## src/rtl/marquee_ctrl_if.sv

```systemverilog
// Button inputs and display/status outputs of the marquee sequencer.
// slave = the sequencer, master = whatever drives the buttons and watches the LEDs.
interface marquee_ctrl_if;
    logic        btn_mode;
    logic        btn_speed;
    logic        btn_pause;
    logic [11:0] Q;
    logic [1:0]  mode;
    logic [1:0]  speed;
    logic        running;
    logic        step_tick;

    modport slave (
        input  btn_mode,
        input  btn_speed,
        input  btn_pause,
        output Q,
        output mode,
        output speed,
        output running,
        output step_tick
    );

    modport master (
        output btn_mode,
        output btn_speed,
        output btn_pause,
        input  Q,
        input  mode,
        input  speed,
        input  running,
        input  step_tick
    );
endinterface

```

## src/rtl/marquee_ctrl.sv

```systemverilog
// 12-LED marquee sequencer: three debounced buttons select pattern, speed and pause;
// a programmable divider paces the pattern steps driving the active-low LED bus.
module marquee_ctrl #(
    parameter int BASE_DIV   = 12_500_000,
    parameter int DEB_CYCLES = 1_000_000
) (
    input  logic          clk,
    input  logic          reset,
    marquee_ctrl_if.slave bus
);

    localparam int DIV_W = $clog2(BASE_DIV + 1);
    localparam int DEB_W = (DEB_CYCLES > 1) ? $clog2(DEB_CYCLES) : 1;
    localparam logic [DEB_W-1:0] DEB_LAST = DEB_W'(DEB_CYCLES - 1);
    localparam logic [DIV_W-1:0] BASE_VAL = DIV_W'(BASE_DIV);
    localparam logic [DIV_W-1:0] DIV_ONE  = DIV_W'(1);

    localparam int BTN_MODE  = 0;
    localparam int BTN_SPEED = 1;
    localparam int BTN_PAUSE = 2;

    localparam logic DIR_LEFT  = 1'b0;
    localparam logic DIR_RIGHT = 1'b1;

    typedef enum logic [1:0] {
        MODE_SHL    = 2'd0,
        MODE_SHR    = 2'd1,
        MODE_BOUNCE = 2'd2,
        MODE_FILL   = 2'd3
    } mode_e;

    logic [2:0] w_btn_raw;
    logic [2:0] w_press;

    assign w_btn_raw = {bus.btn_pause, bus.btn_speed, bus.btn_mode};

    // Per button: synchronizer, debounce counter and falling-edge press pulse.
    genvar gi;
    generate
        for (gi = 0; gi < 3; gi++) begin : g_btn
            logic             r_sync1;
            logic             r_sync2;
            logic             r_level;
            logic             r_level_d;
            logic             r_press;
            logic [DEB_W-1:0] r_cnt;

            always_ff @(posedge clk or negedge reset) begin
                if (!reset) begin
                    r_sync1   <= 1'b1;
                    r_sync2   <= 1'b1;
                    r_level   <= 1'b1;
                    r_level_d <= 1'b1;
                    r_press   <= 1'b0;
                    r_cnt     <= '0;
                end else begin
                    r_sync1   <= w_btn_raw[gi];
                    r_sync2   <= r_sync1;
                    r_level_d <= r_level;
                    r_press   <= r_level_d & ~r_level;
                    if (r_sync2 == r_level) begin
                        r_cnt <= '0;
                    end else if (r_cnt == DEB_LAST) begin
                        r_level <= r_sync2;
                        r_cnt   <= '0;
                    end else begin
                        r_cnt <= r_cnt + DEB_W'(1);
                    end
                end
            end

            assign w_press[gi] = r_press;
        end
    endgenerate

    mode_e            r_mode,  w_mode_next;
    logic [1:0]       r_speed, w_speed_next;
    logic             r_run,   w_run_next;
    logic [DIV_W-1:0] r_div,   w_div_next;
    logic             r_tick,  w_tick_next;
    logic [11:0]      r_pat,   w_pat_next;
    logic             r_dir,   w_dir_next;
    logic [DIV_W-1:0] w_period;
    logic [DIV_W-1:0] w_period_next;
    logic             w_clear;
    logic             w_step;
    logic             w_dir_eff;

    always_ff @(posedge clk or negedge reset) begin
        if (!reset) begin
            r_mode  <= MODE_SHL;
            r_speed <= 2'd0;
            r_run   <= 1'b1;
            r_div   <= '0;
            r_tick  <= 1'b0;
            r_pat   <= 12'h001;
            r_dir   <= DIR_LEFT;
        end else begin
            r_mode  <= w_mode_next;
            r_speed <= w_speed_next;
            r_run   <= w_run_next;
            r_div   <= w_div_next;
            r_tick  <= w_tick_next;
            r_pat   <= w_pat_next;
            r_dir   <= w_dir_next;
        end
    end

    always_comb begin
        w_clear       = w_press[BTN_MODE] | w_press[BTN_SPEED];
        w_step        = r_tick & ~w_clear;
        w_mode_next   = w_press[BTN_MODE] ? mode_e'(r_mode + 2'd1) : r_mode;
        w_speed_next  = r_speed + {1'b0, w_press[BTN_SPEED]};
        w_run_next    = r_run ^ w_press[BTN_PAUSE];
        w_period      = BASE_VAL >> r_speed;
        w_period_next = BASE_VAL >> w_speed_next;

        // A mode/speed press restarts the period; a paused divider sits at zero.
        if (w_clear || !r_run || !w_run_next) begin
            w_div_next = '0;
        end else if (r_div == w_period - DIV_ONE) begin
            w_div_next = '0;
        end else begin
            w_div_next = r_div + DIV_ONE;
        end
        w_tick_next = w_run_next && (w_div_next == w_period_next - DIV_ONE);

        w_pat_next = r_pat;
        w_dir_next = r_dir;
        w_dir_eff  = r_dir;
        if (w_press[BTN_MODE]) begin
            w_dir_next = DIR_LEFT;
            case (w_mode_next)
                MODE_SHR:  w_pat_next = 12'h800;
                MODE_FILL: w_pat_next = 12'h000;
                default:   w_pat_next = 12'h001;
            endcase
        end else if (w_step) begin
            case (r_mode)
                MODE_SHL: w_pat_next = {r_pat[10:0], r_pat[11]};
                MODE_SHR: w_pat_next = {r_pat[0], r_pat[11:1]};
                MODE_BOUNCE: begin
                    // Turn around at the ends so each endpoint is shown only once.
                    if (r_pat == 12'h800) begin
                        w_dir_eff = DIR_RIGHT;
                    end else if (r_pat == 12'h001) begin
                        w_dir_eff = DIR_LEFT;
                    end
                    w_dir_next = w_dir_eff;
                    w_pat_next = (w_dir_eff == DIR_RIGHT) ? {1'b0, r_pat[11:1]}
                                                          : {r_pat[10:0], 1'b0};
                end
                default: w_pat_next = (r_pat == 12'hFFF) ? 12'h000 : {r_pat[10:0], 1'b1};
            endcase
        end
    end

    assign bus.Q         = ~r_pat;
    assign bus.mode      = r_mode;
    assign bus.speed     = r_speed;
    assign bus.running   = r_run;
    assign bus.step_tick = r_tick & ~w_clear;

endmodule
```

## src/flat_wrapper.sv

```systemverilog
// flat-port wrapper written by rule: the top's interface ports become plain ports
module marquee_ctrl_flat 
#(
    parameter int BASE_DIV   = 12_500_000,
    parameter int DEB_CYCLES = 1_000_000
)
  (clk, reset, bus_btn_mode, bus_btn_speed, bus_btn_pause, bus_Q, bus_mode, bus_speed, bus_running, bus_step_tick);
  marquee_ctrl_if bus_i ();
  input  logic clk;
  input  logic reset;
  input wire logic [$bits(bus_i.btn_mode)-1:0] bus_btn_mode;
  input wire logic [$bits(bus_i.btn_speed)-1:0] bus_btn_speed;
  input wire logic [$bits(bus_i.btn_pause)-1:0] bus_btn_pause;
  output wire logic [$bits(bus_i.Q)-1:0] bus_Q;
  output wire logic [$bits(bus_i.mode)-1:0] bus_mode;
  output wire logic [$bits(bus_i.speed)-1:0] bus_speed;
  output wire logic [$bits(bus_i.running)-1:0] bus_running;
  output wire logic [$bits(bus_i.step_tick)-1:0] bus_step_tick;
  assign bus_i.btn_mode = bus_btn_mode;
  assign bus_i.btn_speed = bus_btn_speed;
  assign bus_i.btn_pause = bus_btn_pause;
  assign bus_Q = bus_i.Q;
  assign bus_mode = bus_i.mode;
  assign bus_speed = bus_i.speed;
  assign bus_running = bus_i.running;
  assign bus_step_tick = bus_i.step_tick;
  marquee_ctrl #(.BASE_DIV(BASE_DIV), .DEB_CYCLES(DEB_CYCLES)) u_core (.clk(clk), .reset(reset), .bus(bus_i));
endmodule
```

## config.mk

```make
export PLATFORM = sky130hd
export DESIGN_NAME = marquee_ctrl_flat
export DESIGN_NICKNAME = d
export VERILOG_FILES = /design/src/rtl/marquee_ctrl_if.sv /design/src/rtl/marquee_ctrl.sv /design/src/flat_wrapper.sv
export SDC_FILE = /design/constraint.sdc
export NUM_CORES = 1
export LEC_CHECK = 0
export CAP_MARGIN = 15
export CORE_MARGIN = 2
export CORE_UTILIZATION = 25
export DETAILED_ROUTE_END_ITERATION = 7
export GPL_TIMING_DRIVEN = 1
export PLACE_DENSITY_LB_ADDON = 0.3
export SETUP_SLACK_MARGIN = 0.05
export SLEW_MARGIN = 15
export SYNTH_ARGS = -nofsm -noshare
export SYNTH_HDL_FRONTEND = slang
export SYNTH_SLANG_ARGS = --single-unit
export TNS_END_PERCENT = 5
```

## constraint.sdc

```tcl
create_clock -name clk -period 2.5 [get_ports clk]
set_clock_uncertainty 0.15 [all_clocks]
set_input_delay 0.375 -clock clk [delete_from_list [all_inputs] [get_ports clk]]
set_output_delay 0.375 -clock clk [all_outputs]
set_load 0.02 [all_outputs]
```

Yosys cells after proc, flatten, opt, wreduce, memory -nomap -nowiden --
Index checks and enable logic that the tools add are counted.
Word-level totals: bits in read-only memories 0, bits in registers 118, word-level logic and storage cells 99, memories kept 0, bits in latches 0, RAM bits 0
Operators by class: shifts and indexed selects 2, mux-type cells 23, bitwise operators 14, eq/ne operators 15, $lt $le $gt $ge 0, div/mod/pow operators 0, $add $sub $neg 8, reduce and logical (&&, ||, !) cells 12, multiply operators 0
Operator list (count):
- 20-bit two-way mux | 6
- 20-bit by 1-bit adder with 20-bit output, second input constant | 3
- 20-bit equality test, second input constant | 3
- 24-bit equality test | 2
- 12-bit two-way mux | 4
- 24-bit two-way mux | 2
- 24-bit by 2-bit >> shifter with 24-bit output, first input constant | 2
- 24-bit by 1-bit subtractor with 24-bit output, second input constant | 2
- 12-bit one-hot mux with 3 select lines | 1
- 24-bit by 1-bit adder with 24-bit output, second input constant | 1
- 12-bit equality test, second input constant | 2
- 12-bit one-hot mux with 2 select lines | 1
- 12-bit by 1-bit equality test with 1-bit output, second input constant | 1
- 12-bit NOT | 1
- 1-bit two-way mux | 8
- 2-bit AND reduction | 4
- 1-bit NOT | 7
- 1-bit bitwise AND | 4
- 2-bit by 1-bit equality test with 1-bit output, second input constant | 2
- 2-bit equality test, second input constant | 2
- 2-bit nonzero test | 2
- 1-bit equality test | 3
- 2-bit by 1-bit adder with 2-bit output | 1
- 2-bit by 1-bit adder with 2-bit output, second input constant | 1
- other kinds (7) | 9

Logic depth before layout (Yosys ltp) --
Gate-level depths: netlist of the first run.
word-level depth 10, gate-level depth with buffers 11, depth with buffers taken out 11

Least setup slack after synthesis of the first run --
No wires, ideal clock.
path kind reg-to-reg, start point register u_core.r_speed[0] (netlist: u_core.bus.speed[0]), end point register u_core.r_tick, setup slack -0.385 ns, stages on the path, launching flop included 11, library setup time 0.096 ns, path buffers 1, data arrival time 2.639 ns, path through dfrtp_1 > clkbuf_1 > nand2_1 > ha_1 > xnor2_1 > nand4b_1 > a32o_1 > o31ai_2 > nor2_1 > a41o_1 > nor4_2
On the way: cells in the longest elaborated chain, start to end 7
Ends and longest elaborated chain:
- from (decl) | RTL line marquee_ctrl.sv:77 | logic [1:0] r_speed, w_speed_next;
- from (signal assigned) | RTL line marquee_ctrl.sv:100 | r_speed <= w_speed_next;
- 24-bit by 2-bit >> shifter with 24-bit output | RTL line marquee_ctrl.sv:115 | w_period = BASE_VAL >> r_speed;
- 24-bit by 1-bit subtractor with 24-bit output | RTL line marquee_ctrl.sv:121 | end else if (r_div == w_period - DIV_ONE) begin
- 24-bit equality test | RTL line marquee_ctrl.sv:121
- 24-bit two-way mux | RTL line marquee_ctrl.sv:121
- 24-bit two-way mux | RTL line marquee_ctrl.sv:119 | if (w_clear || !r_run || !w_run_next) begin
- via u_core.w_div_next[9] | RTL line marquee_ctrl.sv:79 | logic [DIV_W-1:0] r_div, w_div_next;
- 24-bit equality test | RTL line marquee_ctrl.sv:126 | w_tick_next = w_run_next && (w_div_next == w_period_next - DIV_ONE);
- 1-bit logical AND | RTL line marquee_ctrl.sv:126
- via u_core.w_tick_next | RTL line marquee_ctrl.sv:80 | logic r_tick, w_tick_next;
- to (signal assigned) | RTL line marquee_ctrl.sv:103 | r_tick <= w_tick_next;
- to (decl) | RTL line marquee_ctrl.sv:80
The timed path passes the listed nets, and every way through them passes these cells. A chain may end at the register's enable or synchronous reset.

Worst setup path in the final report of the first run --
start point register u_core.r_div[0], end point register u_core.r_tick
On the way: cells in the longest elaborated chain, start to end 5
Ends and longest elaborated chain:
- from (decl) | RTL line marquee_ctrl.sv:79
- from (signal assigned) | RTL line marquee_ctrl.sv:102 | r_div <= w_div_next;
- 24-bit by 1-bit adder with 24-bit output / 24-bit equality test (equally long branches) | RTL line marquee_ctrl.sv:124, marquee_ctrl.sv:121
- 24-bit two-way mux * | RTL line marquee_ctrl.sv:121
- 24-bit two-way mux * | RTL line marquee_ctrl.sv:119
- 24-bit equality test * | RTL line marquee_ctrl.sv:126
- 1-bit logical AND * | RTL line marquee_ctrl.sv:126
- via u_core.w_tick_next | RTL line marquee_ctrl.sv:80
Mark *: on every way through the listed nets, which the timed path passes. The rest lies on a longest branch.

==> metrics.csv, run 1 <==
metric;value;unit
status;finished with violations;
violations;negative setup slack;
first_pass_iters;4;
total_power;0.004500;W
avgSynthCellArea;9.410;sq um
yosys_warnings;0;
synth_top_area_cell;dfrtp_1;
hold_depth;0;
ios;23;
grt_pass1_wl;24890;um
finalSetupViolations;1;
peakVddDrop;0.0003322;V
netlist.area_leader.share;41.97;%
min-delay-start;u_core.g_btn[0].r_sync1$_DFF_PN1_;
rrSetupSlack;-0.09;ns
clockBufferDepth;2;
slew_viol_final;0;
final_cell_mix;nor2_1, dfrtp_1, buf_4, nand2_1, xor2_1;
final-seq-area;2973;sq um
async_flop_share;100.0;%
drt_iter0_drc;256;
p_per_area;552.5;nW/um^2
syn2layout_area_growth;31.34;%
clk_pin_slew_worst_paths;0.05;ns
end_kind;register;
final_nets;778;
reg2reg_to;u_core.r_tick$_DFF_PN0_;
die_area;26080;sq um
syn_area;6201;sq um
r2r.worst_path.cells;10;
fin_util;33.49;%
post_dp_cell_area;7435;sq um
crit_required;2.66;ns
ys_ff_latch;118;
start_kind;register;
fin_cells;1100;
worst_slack;-0.09025;ns
crit_type;reg -> reg;
max_freq;0.3861;GHz
rows;57;
synth_edf_count;0;
htree_levels;4;
dp.cells;1063;
fin_crit_sh;103.6;%
cap_violations;0;
fp.dieH;161.5;um
ys.flop_type;dfrtp_1;
numPortBuffers;22;
ys_types;62;
dp_hpwl;10420;um
drive_gt1_share;21.78;%
worst_pin_slew;0.4695;ns
tritoncts;done;
antenna_found_initial;0;
layout_commonest_cell;nor2_1;
track_usage;11.80;%
hold_class;reg -> reg;
postLayoutCellArea;8144;sq um
cts-root-buf;clkbuf_16;
post-route-min-period;2.590;ns
ant_nets;0;
netlist_top_cells_area;dfrtp_1, nor2_1, dfstp_2;
place_congestion;0.8581;
insertedDiodeCount;0;
grt_pass1_vias;4925;
hold_viol_final;0;
num_vias;4994;
worstSkewPairLatency;0.42;ns
multiInputGateArea;3142;sq um
grt_max_degree;40;
rsz0062_at_grt;true;
cp_max_fo;4;
numCtsBuffers;17;
n_fill_cell;2476;
remaining_drc_errors;0;
core;24320;sq um
min_to;u_core.g_btn[0].r_sync2$_DFF_PN1_;
via_per_inst;4.540;
synth_cells;659;
routed_wl;14620;um
seq_area_frac_synth;47.90;%
synth_fp_nets;674;
cts.sinks;118;
slew_headroom;68.48;%
grt.overflow.total;0;
worstReg2RegStart;u_core.r_div[0]$_DFF_PN0_;
wl_per_cell;13.29;um
critPathArrivalTime;2.75;ns
die_w;161.5;um
start_util;25.50;%
power_leakage;3.408;nW
report_power, final:
| part | leakage (nW) | internal [W] | total [W] | switching [W] |
|---|---|---|---|---|
| Sequential | 1.59 | 0.00193 | 0.00195 | 0.0000129 |
| Combinational | 1.54 | 0.0000285 | 0.0000934 | 0.0000648 |
| Clock | 0.284 | 0.00162 | 0.00246 | 0.000842 |
flip-flops by register name, indices dropped and copies added, names as in the netlist:
signal and count:
u_core.g_btn.r_cnt 60, u_core.r_div 24, u_core.r_pat 12, u_core.g_btn.r_level 3
u_core.g_btn.r_level_d 3, u_core.g_btn.r_press 3, u_core.g_btn.r_sync1 3, u_core.g_btn.r_sync2 3
u_core.bus.mode 2, u_core.bus.speed 2, u_core.bus.running 1, u_core.r_dir 1
u_core.r_tick 1
layer usage:
metal / global-route usage (%) / routed length [um] / vias to the layer above
li1: - / - / 2495
met4: 3.612 / 280 / 0
met5: 0 / 0 / -
met3: 3.364 / 716 / 23
met2: 17.74 / 6528 / 113
met1: 16.42 / 7089 / 2363
Yosys cell counts, types with 2 or more instances:
library cell,instances
and4_1,6
nand2_1,44
a22oi_1,3
nor2b_1,9
inv_1,30
nor4_2,2
nor4b_1,8
or2_2,3
and4b_1,2
a221oi_1,12
nand3b_1,6
nor2_1,132
clkbuf_1,17
or4_1,2
o211ai_1,2
mux2_2,3
and2_1,3
xor2_1,42
buf_2,4
nor3_1,5
nand3_1,33
nor4_1,9
a21boi_0,2
and3_1,12
o2111ai_1,3
or3_1,5
o21ai_0,11
nand4b_1,4
dfstp_2,14
dfrtp_1,104
a21oi_1,22
nand4_1,21
xnor2_1,39
nor3b_1,2
buf_4,2
o22ai_1,5
o31ai_1,2
ha_1,10
kinds of logic after synthesis:
| kind of cell | share of synthesized area, % |
|---|---|
| xor gates and xnor gates | 11.97 |
| muxes | 0.7062 |
| AOI/OAI and AO/OA | 8.091 |
| buffers and inverters | 3.612 |
| adders and majority gates | 2.018 |
| and+or+nand+nor | 25.71 |
| DFF | 47.90 |
repair_timing:
| item | CTS | global route |
|---|---|---|
| pin swaps | 1 | 1 |
| buffers inserted | 4 | 0 |
| resized for setup | 2 | 14 |
| endpoints found under the hold margin | 20 | 0 |
| endpoints found under the setup margin | 1 | 21 |
| hold buffers | 1 | 0 |
metrics by stage:
stage	hold slack (ns)	worst slack (ns)	setup TNS, ns
global route	0.2057	-0.3196	-0.3196
finish	0.2046	-0.09025	-0.09025
floorplan	-0.07059	-0.002326	-0.002326
CTS	0.2040	-0.06539	-0.06539
global placement	0.1664	-0.04330	-0.04330
detailed placement	0.1662	-0.09093	-0.09093
critical path, cell delays in order, from the launching register on:
cell	delay (ns)
dfrtp_1	0.39
ha_2	0.19
nand4_1	0.18
buf_4	0.21
nor4_4	0.25
xnor2_2	0.20
a21oi_1	0.12
nand3b_1	0.22
a221oi_2	0.25
o22ai_1	0.15
nor4_2	0.17
worst max-delay path by stage:
stage / start / end / slack, ns
after floorplan: u_core.bus.speed[0]$_DFF_PN0_ / u_core.r_tick$_DFF_PN0_ / -0.002
after global placement: u_core.r_div[7]$_DFF_PN0_ / u_core.r_tick$_DFF_PN0_ / -0.04
after detailed placement: u_core.r_div[0]$_DFF_PN0_ / u_core.r_tick$_DFF_PN0_ / -0.09
after CTS: u_core.r_div[3]$_DFF_PN0_ / u_core.r_tick$_DFF_PN0_ / -0.07
after global routing: u_core.r_div[0]$_DFF_PN0_ / u_core.r_tick$_DFF_PN0_ / -0.32
final: u_core.r_div[0]$_DFF_PN0_ / u_core.r_tick$_DFF_PN0_ / -0.09
cell type report:
type	instances	share of cell area [%]
Multi-Input combinational cell	485	38.58
Sequential cell	118	36.50
Timing Repair Buffer	110	11.20
Clock buffer	24	5.792
Tap cell	324	4.978
Clock inverter	8	1.521
Inverter	31	1.429
(Power assumes the default switching activity.)
==> run 2, diff against run 1 <==
--- a/config.mk
+++ b/config.mk
@@ -12,7 +12,7 @@
 export GPL_TIMING_DRIVEN = 1
 export PLACE_DENSITY_LB_ADDON = 0.3
 export SETUP_SLACK_MARGIN = 0.05
-export SLEW_MARGIN = 15
+export SLEW_MARGIN = 10
 export SYNTH_ARGS = -nofsm -noshare
 export SYNTH_HDL_FRONTEND = slang
 export SYNTH_SLANG_ARGS = --single-unit
==> results of run 2 <==
No change in the layout: final DEF, timing and power equal those of run 1.
==> run 3, diff against run 2 <==
--- a/config.mk
+++ b/config.mk
@@ -10,9 +10,9 @@
 export CORE_UTILIZATION = 25
 export DETAILED_ROUTE_END_ITERATION = 7
 export GPL_TIMING_DRIVEN = 1
-export PLACE_DENSITY_LB_ADDON = 0.3
+export PLACE_DENSITY = 0.47
 export SETUP_SLACK_MARGIN = 0.05
-export SLEW_MARGIN = 10
+export SLEW_MARGIN = 5
 export SYNTH_ARGS = -nofsm -noshare
 export SYNTH_HDL_FRONTEND = slang
 export SYNTH_SLANG_ARGS = --single-unit
==> metrics.csv, run 3 (synthesized netlist as in run 1, its figures left out) <==
metric;value;unit;change
status;finished with violations;;
violations;negative setup slack;;
track_usage;11.92;%;+0.12 points
drt_iter0_drc;274;;+7.0%
cp_num_cells;11;;+1
via_per_inst;4.509;;-0.68%
hold_depth;0;;unchanged
crit_type;reg -> reg;;
htree_levels;4;;unchanged
remaining_drc_errors;0;;unchanged
die_w;161.5;um;unchanged
start_kind;register;;
num_vias;4897;;-1.9%
min-delay-start;u_core.g_btn[2].r_sync1$_DFF_PN1_;;
die_area;26080;sq um;unchanged
slew_viol_final;0;;unchanged
critPathArrivalTime;2.73;ns;-0.02 ns
critPathSlowestCell;dfrtp_2;;
post-route-min-period;2.560;ns;-0.03063 ns
numPortBuffers;22;;unchanged
final_nets;764;;-1.8%
worstReg2RegStart;u_core.bus.speed[0]$_DFF_PN0_;;
wl_per_cell;13.40;um;+0.83%
worst_pin_slew;0.5065;ns;+0.03706 ns
max_stage_delay;0.46;ns;+0.07 ns
first_pass_iters;4;;unchanged
start_util;25.50;%;unchanged
startpoint;u_core.bus.speed[0]$_DFF_PN0_;;
grt_pass1_vias;4874;;-1.0%
clockBufferDepth;2;;unchanged
final_cell_mix;nor2_1, dfrtp_1, buf_4, nand2_1, xor2_1;;
numCtsBuffers;17;;unchanged
cts.sinks;118;;unchanged
top_register;u_core.g_btn.r_cnt;;
hold_class;reg -> reg;;
r2r.worst_path.cells;11;;+1
tritoncts;done;;
end_kind;register;;
critPathBufInv;1;;unchanged
grt.overflow.total;0;;unchanged
core;24320;sq um;unchanged
worstSkewPairLatency;0.41;ns;about the same
slew_headroom;65.76;%;-2.7 points
drive_gt1_share;21.13;%;-0.65 points
layout_commonest_cell;nor2_1;;
max_freq;0.3907;GHz;+1.2%
largest_register_ffs;60;;unchanged
rsz0062_at_grt;true;;
peakVddDrop;0.0004103;V;+24%
cts-root-buf;clkbuf_16;;
syn2layout_area_growth;30.43;%;
fin_crit_sh;102.4;%;-1.2 points
cp_max_fo;5;;+1
hold_viol_final;0;;unchanged
worst_slack;-0.05961;ns;+0.03063 ns
place_congestion;0.9368;;+9.2%
grt_pass1_wl;24920;um;+0.11%
antenna_found_initial;0;;unchanged
critical_path.top_delay_family;simple AND/OR/NAND/NOR gates;;
p_per_area;569.9;nW/um^2;+3.1%
cap_violations;0;;unchanged
dp.cells;1051;;-1.1%
whs;0.2039;ns;-0.0006570 ns
grt_max_degree;59;;+48%
routed_wl;14550;um;-0.45%
ios;23;;unchanged
clk_pin_slew_worst_paths;0.06;ns;about the same
finalSetupViolations;1;;unchanged
reg_top3;u_core.g_btn.r_cnt: 60 flops, u_core.r_div: 24 flops, u_core.r_pat: 12 flops;;
fp.dieH;161.5;um;unchanged
ant_nets;0;;unchanged
power_leakage;3.325;nW;-2.4%
crit_required;2.67;ns;about the same
rows;57;;unchanged
fin_cells;1086;;-1.3%
dp_hpwl;10590;um;+1.7%
tns;-0.05961;ns;+0.03063 ns
insertedDiodeCount;0;;unchanged
crit_chain;nor2b_4 > inv_2 > ha_4 > xnor2_2 > nand4b_1 > a32o_2 > a21oi_2 > nand3b_1 > or3_1 > a41o_1 > nor4_2;;
-- run 3: path summary, 6_finish.rpt --
check / to / slack, ns
setup / recovery: u_core.r_tick$_DFF_PN0_ / -0.06
hold / removal: u_core.g_btn[2].r_sync2$_DFF_PN1_ / 0.20
setup reg to reg: u_core.r_tick$_DFF_PN0_ / -0.06
hold reg to reg: u_core.g_btn[2].r_sync2$_DFF_PN1_ / 0.20
max in group asynchronous: u_core.g_btn[2].r_level$_DFFE_PN1P_ / 1.28
min in group asynchronous: u_core.g_btn[1].r_cnt[3]$_DFF_PN0_ / 0.26
-- run 3: final cells by class --
cell class | count | area (sq um)
Clock buffer | 21 | 450.4
Clock inverter | 11 | 172.7
Fill cell | 2529 | 16230
Inverter | 31 | 116.4
Multi-Input combinational cell | 485 | 3164
Sequential cell | 118 | 2975
Tap cell | 324 | 405.4
Timing Repair Buffer | 96 | 803.3
-- run 3: what timing repair did --
| action | in CTS | in global routing |
|---|---|---|
| resized for setup | 5 | 15 |
| pin swaps | 3 | 5 |
| buffers inserted | 2 | 0 |
| hold buffers | 1 | 0 |
| endpoints found under the setup margin | 5 | 27 |
| hold endpoints to repair | 21 | 0 |
-- run 3: power breakdown --
part | switching, W | internal (W)
Sequential | 0.0000125 | 0.00193
Combinational | 0.0000651 | 0.0000266
Clock | 0.000873 | 0.00170
Total | 0.000950 | 0.00366
-- run 3: per-layer routing --
| metal | track usage (%) | wire [um] |
|---|---|---|
| met1 | 17.13 | 7284 |
| met3 | 2.594 | 491 |
| met5 | 0 | 0 |
| met2 | 17.35 | 6542 |
| met4 | 4.748 | 230 |
-- run 3: through the flow --
step	setup WS, ns	instance area (sq um)	util, %	total power, W
global route	-0.1946	8088	33.26	0.004786
detailed placement	-0.1533	7345	30.20	0.002074
global placement	-0.2008	7345	30.20	0.002074
CTS	-0.06806	8014	32.95	0.004685
finish	-0.05961	8088	33.26	0.004609
floorplan	-0.002326	6287	-	0.002011
